## src/rtl/svc_dmem_arb_pkg.sv

```systemverilog
// Shared types and constants for the data-memory arbiter slice.
package svc_dmem_arb_pkg;

   // Requester index: one bit selects between the two ports.
   typedef logic port_idx_t;

   localparam port_idx_t PORT_CPU = 1'b0;
   localparam port_idx_t PORT_DBG = 1'b1;

   // Width of the conflict statistics counter.
   localparam int STAT_W = 16;

endpackage

```

## src/rtl/svc_rr_arb2.sv

```systemverilog
// Two-way arbiter: one-hot grant with round-robin or fixed priority on
// conflict, plus the register remembering the most recent winner.
module svc_rr_arb2
   import svc_dmem_arb_pkg::*;
(
   input  logic       clk,
   input  logic       rst,
   input  logic [1:0] req,
   input  logic       fixed_prio,
   output logic [1:0] gnt
);

   port_idx_t last_gnt;

   // Grant selection; nothing is granted while reset is held.
   always_comb begin
      gnt = 2'b00;
      if (!rst) begin
         if (req[0] && req[1]) begin
            // On conflict the port that did not win last time goes first,
            // unless port 0 is pinned as the permanent winner.
            if (fixed_prio || (last_gnt == PORT_DBG)) begin
               gnt = 2'b01;
            end else begin
               gnt = 2'b10;
            end
         end else begin
            gnt = req;
         end
      end
   end

   // Remember the winner of every grant cycle; reset favours port 0 next.
   always_ff @(posedge clk) begin
      if (rst) begin
         last_gnt <= PORT_DBG;
      end else if (|gnt) begin
         last_gnt <= gnt[1] ? PORT_DBG : PORT_CPU;
      end
   end

endmodule

```

## src/rtl/svc_dmem_arb.sv

```systemverilog
// Shares the single-port data-memory BRAM between the CPU data port (0)
// and the debug/loader master (1). Drives the BRAM from the winner,
// routes one-cycle-latency read data back to the reader and counts
// conflict cycles in a saturating counter.
module svc_dmem_arb
   import svc_dmem_arb_pkg::*;
#(
   parameter int AW         = 10,
   parameter int DW         = 32,
   parameter int FIXED_PRIO = 0
)(
   input  logic                clk,
   input  logic                rst,
   input  logic                m0_req,
   input  logic                m0_we,
   input  logic [AW-1:0]       m0_addr,
   input  logic [DW-1:0]       m0_wdata,
   input  logic [DW/8-1:0]     m0_wstrb,
   output logic                m0_gnt,
   output logic                m0_rvalid,
   output logic [DW-1:0]       m0_rdata,
   input  logic                m1_req,
   input  logic                m1_we,
   input  logic [AW-1:0]       m1_addr,
   input  logic [DW-1:0]       m1_wdata,
   input  logic [DW/8-1:0]     m1_wstrb,
   output logic                m1_gnt,
   output logic                m1_rvalid,
   output logic [DW-1:0]       m1_rdata,
   output logic                mem_ren,
   output logic [DW/8-1:0]     mem_wen,
   output logic [AW-1:0]       mem_addr,
   output logic [DW-1:0]       mem_wdata,
   input  logic [DW-1:0]       mem_rdata,
   output logic [STAT_W-1:0]   stat_conflicts
);

   localparam int SW = DW / 8;

   logic [1:0]    req;
   logic [1:0]    gnt;
   logic          any_gnt;
   port_idx_t     win;
   logic          sel_we;
   logic [SW-1:0] sel_wstrb;

   logic          rd_vld_p1;
   port_idx_t     rd_owner_p1;

   // Saturating increment: holds at all-ones instead of wrapping.
   function automatic logic [STAT_W-1:0] sat_inc(input logic [STAT_W-1:0] v);
      if (&v) begin
         return v;
      end
      return v + STAT_W'(1);
   endfunction

   assign req = {m1_req, m0_req};

   svc_rr_arb2 u_arb (
      .clk        (clk),
      .rst        (rst),
      .req        (req),
      .fixed_prio (FIXED_PRIO != 0),
      .gnt        (gnt)
   );

   assign m0_gnt  = gnt[PORT_CPU];
   assign m1_gnt  = gnt[PORT_DBG];
   assign any_gnt = |gnt;
   // With no grant gnt[1] is low, so the mux falls back to port 0.
   assign win     = gnt[PORT_DBG] ? PORT_DBG : PORT_CPU;

   // Winner mux for the BRAM command; port 0 drives it when idle.
   always_comb begin
      sel_we    = m0_we;
      sel_wstrb = m0_wstrb;
      mem_addr  = m0_addr;
      mem_wdata = m0_wdata;
      if (win == PORT_DBG) begin
         sel_we    = m1_we;
         sel_wstrb = m1_wstrb;
         mem_addr  = m1_addr;
         mem_wdata = m1_wdata;
      end
   end

   assign mem_ren = any_gnt & ~sel_we;
   assign mem_wen = (any_gnt && sel_we) ? sel_wstrb : '0;

   // ---- stage p1: read issued last cycle, data arriving from the BRAM ----
   // Track whether a read was issued last cycle (control, reset-cleared).
   always_ff @(posedge clk) begin
      if (rst) begin
         rd_vld_p1 <= 1'b0;
      end else begin
         rd_vld_p1 <= mem_ren;
      end
   end

   // Track which port issued it; only meaningful when rd_vld_p1 is set.
   always_ff @(posedge clk) begin
      rd_owner_p1 <= win;
   end

   // Gating with rst drops a response whose read was issued just before reset.
   assign m0_rvalid = rd_vld_p1 & ~rst & (rd_owner_p1 == PORT_CPU);
   assign m1_rvalid = rd_vld_p1 & ~rst & (rd_owner_p1 == PORT_DBG);
   assign m0_rdata  = mem_rdata;
   assign m1_rdata  = mem_rdata;

   // Count cycles in which both ports request, saturating at all-ones.
   always_ff @(posedge clk) begin
      if (rst) begin
         stat_conflicts <= '0;
      end else if (m0_req && m1_req) begin
         stat_conflicts <= sat_inc(stat_conflicts);
      end
   end

endmodule

```

## config.mk

```make
export PLATFORM = sky130hd
export DESIGN_NAME = svc_dmem_arb
export DESIGN_NICKNAME = d
export VERILOG_FILES = /design/src/rtl/svc_dmem_arb_pkg.sv /design/src/rtl/svc_rr_arb2.sv /design/src/rtl/svc_dmem_arb.sv
export SDC_FILE = /design/constraint.sdc
export NUM_CORES = 1
export LEC_CHECK = 0
export ABC_CLOCK_PERIOD_IN_PS = 2800
export CAP_MARGIN = 20
export CORE_MARGIN = 10
export CORE_UTILIZATION = 26
export CTS_CLUSTER_SIZE = 40
export DETAILED_ROUTE_END_ITERATION = 7
export PLACE_DENSITY = 0.79
export SKIP_LAST_GASP = 1
export SLEW_MARGIN = 0
export SYNTH_ARGS = -nofsm -noshare
export SYNTH_HDL_FRONTEND = slang
export SYNTH_HIERARCHICAL = 1
export SYNTH_SLANG_ARGS = --single-unit
```

## constraint.sdc

```tcl
create_clock -name clk -period 2.8 [get_ports clk]
set_clock_uncertainty 0.15 [all_clocks]
set_input_delay 0.56 -clock clk [delete_from_list [all_inputs] [get_ports clk]]
set_output_delay 0.56 -clock clk [all_outputs]
set_load 0.01 [all_outputs]
```

==> key figures <==
Power and ir drop
  – Total power: 848 uW
  – Peak VDD IR: 0.111 mV
  – Total leakage power: 0.00130 uW
  – PD cells: 246 nW/um^2

STA
  – Final min period: between 2000 and 3000 ps
  – Max Clock Freq: 370 MHz
  – Period Utilization, post-route: 96.6%
  – RSZ-0062 raised after global routing: no
  – Setup violators final: 0
  – Final Hold Viols: 0
  – Setup TNS Final: 0 ps
  – Final slew viol count: 0
  – Setup WS post-layout: 94.3 ps

Final layout
  – Design area: 3450 um^2
  – Layout cells sized above 1: 35.7%
  – Synth-to-layout area growth: 68.7%
  – Final non-filler cell total: roughly 450
  – N_diodes: 0
  – Commonest non-fill, non-tap cells in the layout: 112 x clkdlybuf4s50_1, 42 x mux2_2, 27 x buf_2
  – Commonest non-fill, non-tap cell in the layout: clkdlybuf4s50_1
  – Layout Nets: about 480

Yosys
  – Simple-gate share of the synthesized area: 19.4%
  – Synth Area in Adders: less than 1%
  – Area contributors post-synth: buf_4 24%, mux2_2 24%, dfxtp_1 19%
  – Ys async rst share: 0%
  – Unique cell type count in the Yosys netlist: a little over 40
  – Largest family of logic cells by synthesized area: buffers and inverters
  – Synthesis warning total: 6
  – Flops & latches, synth: 19
  – Sequential element share of the synthesized area: 18.6%
  – Top-area cell type share of the netlist area: 23.9%
  – Synth Instances: 237
  – Mux cell area share after synthesis: around 24%
  – Post-synthesis cell area: 2040 um^2
  – Top FF cell, synth: dfxtp_1
  – EDFF count, synth: 0
  – Syn_area_per_cell: 8.62 um^2
  – XOR/XNOR share of the synthesized area: 0.429%
  – Synth area leader: buf_4
  – Synth Area in Compound Gates: around 10%

CTS
  – Clk sink count: 19
  – Total number of H-tree levels: 1
  – Cts bufs inserted: 3
  – CTS max path bufs: 2
  – Worst-path clk slew: 80 ps
  – CTS tree: yes
  – Latest clock arrival within the worst-skew pair: 250 ps
  – Root Buffer Master: clkbuf_8

Drt
  – Detail Route Antenna Nets: 0
  – Final WL: about 10000 um
  – Avg WL per Cell: 22.5 um
  – Drt first pass iters: 6
  – Initial DRC Count: 29
  – # DRC: 0
  – Via/cell ratio: 4.73
  – Via count: about 2100

Setup path
  – Reg2reg path depth: 5
  – Crit path launch: m0_req
  – Critical path peak fanout: 6
  – Worst path max stage delay: 340 ps
  – Cell Chain, Critical Path: dlygate4sd2_1, o21ai_0, and3b_2, buf_12, clkbuf_16, buf_12, mux2_2, buf_2
  – Crit path to: mem_wdata[17]
  – Worst path required time: 2090 ps
  – Most used cell along the critical path: buf_12
  – Critical Path End Type: output port
  – CP max-delay cell: mux2_2
  – Kind of critical path: in2out
  – Buf/Inv on CP: 5
  – Arr. time, crit path: 2000 ps
  – Reg2reg end: stat_conflicts[14]
  – Critical Path Stages: 8
  – Worst reg2reg path startpoint: stat_conflicts[0]
  – Top Family by Delay on Critical Path: buffers and inverters
  – Critical Path Start Type: input pin
  – R2R Setup Slk: around 840 ps

Global routing
  – Met3 Use GR: 6.31%
  – Gr usage total: between 10% and 20%
  – Total gr overflow: 0
  – First-pass GRT wire length: 14500 um
  – Grt peak-use layer: met2
  – Vias in the first global route: 2342
  – Antenna violations before repair: 0
  – Met2 Use GR: 31.4%
  – Met1 GRT Util: 14.8%
  – Largest net degree at the start of global routing: 19

Placed design
  – DP Area: 3400 um^2
  – IO Port Bufs: 164
  – Post-DP HPWL: 8820 um
  – DP Worst Slack: -492 ps
  – Dpl cells: 441
  – Final RePlAce weighted congestion: 0.790

Floorplan
  – # rows: 32
  – Starting density of the core: 26.6%
  – Die H: 109 um
  – Total Die Area: 11800 um^2
  – Core ar.: 7690 um^2
  – Die Wd: 109 um
  – # IOs: 261

Job
  – Number of max-cap violations: 0

Worst hold path
  – HP Class: reg2reg

Outcome
  – Status: completed
## report_power, final
part	total (uW)	internal [uW]	switching [uW]	leakage (uW)
registers	277	274	2.88	0.000154
clock network	190	101	89.1	0.0000228
logic	381	244	137	0.00112
total	848	619	229	0.00130
## area by class of cell
type	count	area, um^2
inverter	4	15.0
multi-input combinational	141	1140
clock buffer	4	45.0
fill	756	4240
sequential	19	380
tap	102	128
timing repair buffer	182	1730
## worst min path at each step
stage                                  start                 end  slack (ps)  cells past startpoint
after floorplan               u_arb/last_gnt      u_arb/last_gnt         340                      1
after global placement    stat_conflicts[15]  stat_conflicts[15]         330                      2
after detailed placement  stat_conflicts[15]  stat_conflicts[15]         350                      2
after CTS                 stat_conflicts[15]  stat_conflicts[15]         360                      2
after global routing      stat_conflicts[14]  stat_conflicts[14]         400                      2
final                     stat_conflicts[15]  stat_conflicts[15]         370                      2
## per-layer routing
layer  vias to the layer above  wire (um)  share of wire, %
li1                       1010          -                 -
met2                       126       5810                57
met5                         -          0                 0
met1                       982       3130                31
met3                        22        951               9.3
met4                         0        278               2.7
## kinds of logic after synthesis
family / after synthesis
AOI/OAI and AO/OA: 34
xor gates and xnor gates: 1
adders and majority gates: 1
buffers and inverters: 78
DFF: 19
muxes: 44
other: 1
and+or+nand+nor: 59
## per-stage QoR
step,util [%],hold slack (ps)
floorplan,-,338
global placement,44.2,334
detailed placement,44.2,348
CTS,44.4,363
global route,44.8,399
finish,44.8,366
## synth_stat cells (2+ instances only)
cell type,n
nand4_1,4
nor2_1,5
nand3_1,13
inv_1,4
o31ai_1,3
dfxtp_1,19
and2_2,2
nor3_1,3
and3b_1,2
mux2_2,43
o21ai_0,13
nor2b_1,2
a21oi_1,13
clkbuf_1,7
buf_4,65
nand2_1,3
and3_4,2
buf_2,2
or3_1,6
or4_1,3
nand2b_1,3
## sequential cells by signal, indices dropped and copies added (netlist names)
signal	cells
u_arb/last_gnt	1
rd_owner_p1	1
rd_vld_p1	1
stat_conflicts	16
## worst min-delay path, stage by stage, from the launching register on
cell and delay (ps):
dfxtp_1 330, inv_1 80, a221oi_2 60
## repair_timing
action / CTS / global route
resized for setup: 163 / 20
setup buffers: 3 / 1
hold buffers: 0 / 0
pin swaps: 1 / 0
setup endpoints to repair: 49 / 36
cloned: 2 / 1
No activity file was read; power rests on OpenSTA's default activity.
